===== config.mk =====
export PLATFORM = sky130hd
export DESIGN_NAME = wb_arbiter
export DESIGN_NICKNAME = d
export VERILOG_FILES = /design/src/rtl/wb_arbiter.sv
export SDC_FILE = /design/constraint.sdc
export NUM_CORES = 1
export LEC_CHECK = 0
export BUFFER_PORTS_ARGS = -buffer_cell sky130_fd_sc_hd__buf_2
export CAP_MARGIN = 10
export CELL_PAD_IN_SITES_DETAIL_PLACEMENT = 0
export CELL_PAD_IN_SITES_GLOBAL_PLACEMENT = 2
export CORE_ASPECT_RATIO = 2
export CORE_MARGIN = 3
export CORE_UTILIZATION = 44
export DETAILED_ROUTE_END_ITERATION = 8
export GPL_ROUTABILITY_DRIVEN = 0
export PLACE_DENSITY_LB_ADDON = 0.15
export REMOVE_ABC_BUFFERS = 1
export SLEW_MARGIN = 10
export SYNTH_ARGS = -nofsm -noshare
export SYNTH_HDL_FRONTEND = slang
export SYNTH_SLANG_ARGS = --single-unit

===== constraint.sdc =====
create_clock -name clk -period 5.6 [get_ports clk]
set_clock_uncertainty 0.05 [all_clocks]
set_input_delay 0.84 -clock clk [delete_from_list [all_inputs] [get_ports clk]]
set_output_delay 0.84 -clock clk [all_outputs]
set_load 0.03 [all_outputs]

===== src/rtl/wb_arbiter.sv =====
`default_nettype none
// ============================================================================
// Module   : wb_arbiter
// Purpose  : Writeback arbiter. It merges EXU results and queued LSU load
//            results onto a single registered register-file write port, and
//            it keeps a 32-entry pending-write scoreboard.
// Revision : 1.0 - initial release
// ============================================================================
module wb_arbiter #(
  parameter int LQ_DEPTH = 4  // LSU result queue depth, power of two, >= 2
) (
  input  logic                        clk,
  input  logic                        rst,        // async, active-low
  // issue side
  input  logic                        iss_valid,
  input  logic [4:0]                  iss_rd,
  // EXU result channel
  input  logic                        exu_valid,
  output logic                        exu_ready,
  input  logic [4:0]                  exu_rd,
  input  logic [63:0]                 exu_data,
  // LSU result channel
  input  logic                        lsu_valid,
  output logic                        lsu_ready,
  input  logic [4:0]                  lsu_rd,
  input  logic [63:0]                 lsu_data,
  // register-file write port
  output logic                        wen,
  output logic [4:0]                  waddr,
  output logic [63:0]                 wdata,
  // scoreboard queries
  input  logic [4:0]                  chk_addr1,
  input  logic [4:0]                  chk_addr2,
  output logic                        busy1,
  output logic                        busy2,
  // queue occupancy
  output logic [$clog2(LQ_DEPTH):0]   lq_count
);

  localparam int                c_PTR_W = $clog2(LQ_DEPTH);
  localparam int                c_CNT_W = c_PTR_W + 1;
  localparam logic [c_CNT_W-1:0] c_FULL = c_CNT_W'(LQ_DEPTH);

  // LSU result queue storage and control
  logic [4:0]          r_lq_rd   [LQ_DEPTH];
  logic [63:0]         r_lq_data [LQ_DEPTH];
  logic [c_PTR_W-1:0]  r_rptr;
  logic [c_PTR_W-1:0]  r_wptr;
  logic [c_CNT_W-1:0]  r_count;

  // write port and scoreboard state
  logic                r_wen;
  logic [4:0]          r_waddr;
  logic [63:0]         r_wdata;
  logic [31:0]         r_busy;

  // combinational selection
  logic                w_full;
  logic                w_empty;
  logic                w_push;
  logic                w_sel_lq;
  logic                w_sel_exu;
  logic [4:0]          w_sel_rd;
  logic [63:0]         w_sel_data;
  logic                w_wen_next;
  logic [31:0]         w_busy_next;

  // Ready depends only on registered occupancy, never on this cycle's pop.
  assign w_full    = (r_count == c_FULL);
  assign w_empty   = (r_count == '0);
  assign exu_ready = ~w_full;
  assign lsu_ready = ~w_full;
  assign w_push    = lsu_valid & ~w_full;

  // Pick at most one result: the LQ head when EXU is idle or the LQ is full,
  // else the EXU. A full LQ implies a non-empty one, so EXU only wins while
  // exu_ready is high and selection equals the EXU handshake.
  always_comb begin
    w_sel_lq   = 1'b0;
    w_sel_exu  = 1'b0;
    w_sel_rd   = exu_rd;
    w_sel_data = exu_data;
    if (!w_empty && (!exu_valid || w_full)) begin
      w_sel_lq   = 1'b1;
      w_sel_rd   = r_lq_rd[r_rptr];
      w_sel_data = r_lq_data[r_rptr];
    end else if (exu_valid) begin
      w_sel_exu  = 1'b1;
    end
    // rd == 0 results are consumed but never written
    w_wen_next = (w_sel_lq || w_sel_exu) && (w_sel_rd != 5'd0);
  end

  // Scoreboard next state: clear on committed write, then set on issue so that
  // a same-edge set wins; x0 is never busy.
  always_comb begin
    w_busy_next = r_busy;
    if (w_wen_next) begin
      w_busy_next[w_sel_rd] = 1'b0;
    end
    if (iss_valid && (iss_rd != 5'd0)) begin
      w_busy_next[iss_rd] = 1'b1;
    end
    w_busy_next[0] = 1'b0;
  end

  // Queue payload storage; contents are meaningless outside [rptr, wptr).
  always_ff @(posedge clk) begin
    if (w_push) begin
      r_lq_rd[r_wptr]   <= lsu_rd;
      r_lq_data[r_wptr] <= lsu_data;
    end
  end

  // Queue pointers and occupancy; pointers wrap naturally at LQ_DEPTH.
  always_ff @(posedge clk or negedge rst) begin
    if (!rst) begin
      r_rptr  <= '0;
      r_wptr  <= '0;
      r_count <= '0;
    end else begin
      if (w_push) begin
        r_wptr <= r_wptr + c_PTR_W'(1);
      end
      if (w_sel_lq) begin
        r_rptr <= r_rptr + c_PTR_W'(1);
      end
      case ({w_push, w_sel_lq})
        2'b10:   r_count <= r_count + c_CNT_W'(1);
        2'b01:   r_count <= r_count - c_CNT_W'(1);
        default: r_count <= r_count;
      endcase
    end
  end

  // Registered write port; address/data hold when nothing is written.
  always_ff @(posedge clk or negedge rst) begin
    if (!rst) begin
      r_wen   <= 1'b0;
      r_waddr <= '0;
      r_wdata <= '0;
    end else begin
      r_wen <= w_wen_next;
      if (w_wen_next) begin
        r_waddr <= w_sel_rd;
        r_wdata <= w_sel_data;
      end
    end
  end

  // Scoreboard register.
  always_ff @(posedge clk or negedge rst) begin
    if (!rst) begin
      r_busy <= '0;
    end else begin
      r_busy <= w_busy_next;
    end
  end

  assign wen      = r_wen;
  assign waddr    = r_waddr;
  assign wdata    = r_wdata;
  assign lq_count = r_count;
  assign busy1    = r_busy[chk_addr1];
  assign busy2    = r_busy[chk_addr2];

endmodule
`default_nettype wire


==> impl_metrics.tcl <==
set metrics [dict create \
    die_area_um2 38300 \
    grt_max_degree 69 \
    vias 9113 \
    post-route-period-util_pct 62.0 \
    cp_slowest_cell "mux4_2" \
    syn-mean-instance-area_um2 16.6 \
    drive_gt1_share_pct 38.9 \
    r2r_start "lq_count[0]$_DFFE_PN0P_" \
    start_util_pct 44.8 \
    powerDensity_nw_per_um2 575 \
    synth_cell_types 53 \
    clkTransAtPathRegs_ps 70 \
    ir_drop_uv 353 \
    fin_util_pct 53.2 \
    synthArstFlopShare_pct 28.1 \
    overflow 0 \
    vias_per_cell 5.46 \
    root_buffer "clkbuf_16" \
    cp-startpoint "chk_addr1[1]" \
    cts_tree "built" \
    cts-buffers-inserted 36 \
    clk_latency_ps 530 \
    area_growth_pct 18.5 \
    finalCriticalPeriod_ps 3470 \
    ys_warn_count 0 \
    whs_ps 372 \
    drc 0 \
    required_ps 4710 \
    die_x_um 140 \
    ys_seq_area_share_pct 69.6 \
    synth_area_leader_cell "edfxtp_1" \
    totalWireLength_mm 39.0 \
    cts_resized 0 \
    core-area_um2 35200 \
    h-tree-depth 2 \
    synth_edf_count 276 \
    synthCells 953 \
    ys_seq_elements 384 \
    synthTopCellsByArea "edfxtp_1 (53%), dfrtp_1 (17%), mux4_2 (12%), nand2_1 (4.9%), mux2_2 (4.6%)" \
    hold_violations 0 \
    synth_top_area_share_pct 52.5 \
    clock.fmax_mhz 288 \
    first_pass_iters 5 \
    hpwl_mm 26.4 \
    setup_slack_ps 2130 \
    clkSinkCount 384 \
    antenna_found_initial 7 \
    ant_nets 0 \
    r2r-end "wdata[42]$_DFFE_PN0N_" \
    pre_cts_slack_ps 1860 \
    rsz0062_at_grt "no" \
    slowest_delay_ps 540 \
    synth_ff_type "edfxtp_1" \
    path_class "input port to output pin" \
    max-slew-margin-rel_pct 9.85 \
    grt_use_total_pct 20.2 \
    startpoint_type "input port" \
    path_cells "buf_2 > mux4_2 > mux4_2 > mux2_2 > buf_2" \
    r2r_slack_ps 2340 \
    drtIter0Drc 427 \
    grt_pass1_vias 9687 \
    portBuffers 234 \
    wl_per_cell_um 23.4 \
    rr_worst_depth 7 \
    maxCapViolations 0 \
    clockBufferDepth 3 \
    tns_ps 0 \
    holdBufCountCts 0 \
    post_cts_buffers 0 \
    power.static_leakage_uw 0.00727 \
    hold_class "input port to async pin" \
    total_power_uw 10800 \
    path_max_fanout 9 \
    grt_pass1_wl_mm 58.3 \
    end_kind "output pin" \
    crit_arrival_ps 2580 \
    rows 97 \
    die_h_um 274 \
    tightest_slew_ps 1350 \
    drv_slew 0 \
    synthesis.area_um2 15800 \
    nets 1355 \
    setup_violations 0 \
    num_io_pins 235 \
    status "complete, no violations" \
]
==> synth_stat cells, types with 4 or more instances <==
library cell,n
nand2_1,205
mux4_2,87
xnor2_1,4
ha_1,5
buf_2,5
edfxtp_1,276
dfrtp_1,108
o21ai_0,62
nor2_1,9
and3_1,8
buf_4,6
buf_1,4
inv_1,16
mux2_4,6
a21oi_1,4
clkbuf_1,27
mux2_2,64
==> where the power goes <==
group	total (uW)	switching [uW]	internal [uW]
Sequential	4360	451	3910
Combinational	3740	2210	1530
Clock	2660	1040	1620
==> worst max-delay path: cells and delay by family <==
| kind | cells | cell delay, ps |
|---|---|---|
| buffers and inverters | 2 | 410 |
| multiplexers | 3 | 1320 |
==> final cells by class <==
cell class	count	area, um^2
Fill cell	2978	16500
Tap cell	445	557
Timing Repair Buffer	245	1260
Inverter	16	60.1
Sequential cell	384	11000
Clock inverter	18	303
Clock buffer	48	987
Multi-Input combinational cell	508	4540
Antenna cell	5	12.5
==> stage by stage <==
stage                     std cells  instance area (um^2)
final                          1669                 18700
after global routing           1665                 18700
after CTS                      1664                 18700
after detailed placement       1598                 17400
after global placement         1598                 17400
after floorplan                 908                 15600
==> how the worst max path moves through the flow <==
stage	endpoint	slack, ps	cells after the start
2_1_floorplan	wdata[0]$_DFFE_PN0N_	-1450	5
3_3_place_gp	wdata[21]$_DFFE_PN0N_	1880	8
3_5_place_dp	wdata[1]$_DFFE_PN0N_	1860	8
4_1_cts	busy1	2120	5
5_1_grt	busy2	2070	5
6_report	busy1	2130	5
==> state kept, by name, summed over array words and instances, names as in the netlist <==
signal     count
lq_count       3
r_busy        31
r_lq_data    256
r_lq_rd       20
r_rptr         2
r_wptr         2
waddr          5
wdata         64
wen            1
==> metal layers <==
layer | part of all wire [%] | GRT usage, % | vias to the layer above | wire [um]
met2 | 57 | 38.8 | 269 | 22300
met1 | 33 | 20.8 | 4616 | 12900
met3 | 4.4 | 3.65 | 101 | 1720
met5 | 0.033 | 0 | - | 13
met4 | 5.3 | 10.1 | 2 | 2070
li1 | - | - | 4125 | -
==> cell families (layout without fill, tap and decap cells) <==
| family | Yosys count | in the layout | synth area share [%] |
|---|---|---|---|
| compound gates | 96 | 96 | 3.82 |
| buf+inv | 61 | 327 | 1.80 |
| simple gates | 242 | 242 | 6.29 |
| mux | 158 | 158 | 17.6 |
| flops | 384 | 384 | 69.6 |
| other cells | 0 | 5 | 0 |
| fa+ha+maj | 6 | 6 | 0.523 |
| xor+xnor | 6 | 6 | 0.333 |
==> layout by cell type, fill, tap and decap left out, drive strengths merged, types with 6 or more instances in the layout <==
cell,n
mux2,70
and3,8
inv,19
nand2,205
mux4,87
bufinv,8
clkbuf,48
dfrtp,108
buf,245
o21ai,62
edfxtp,276
clkinv,6
nor2,9
No activity file was read; power rests on OpenSTA's default activity.
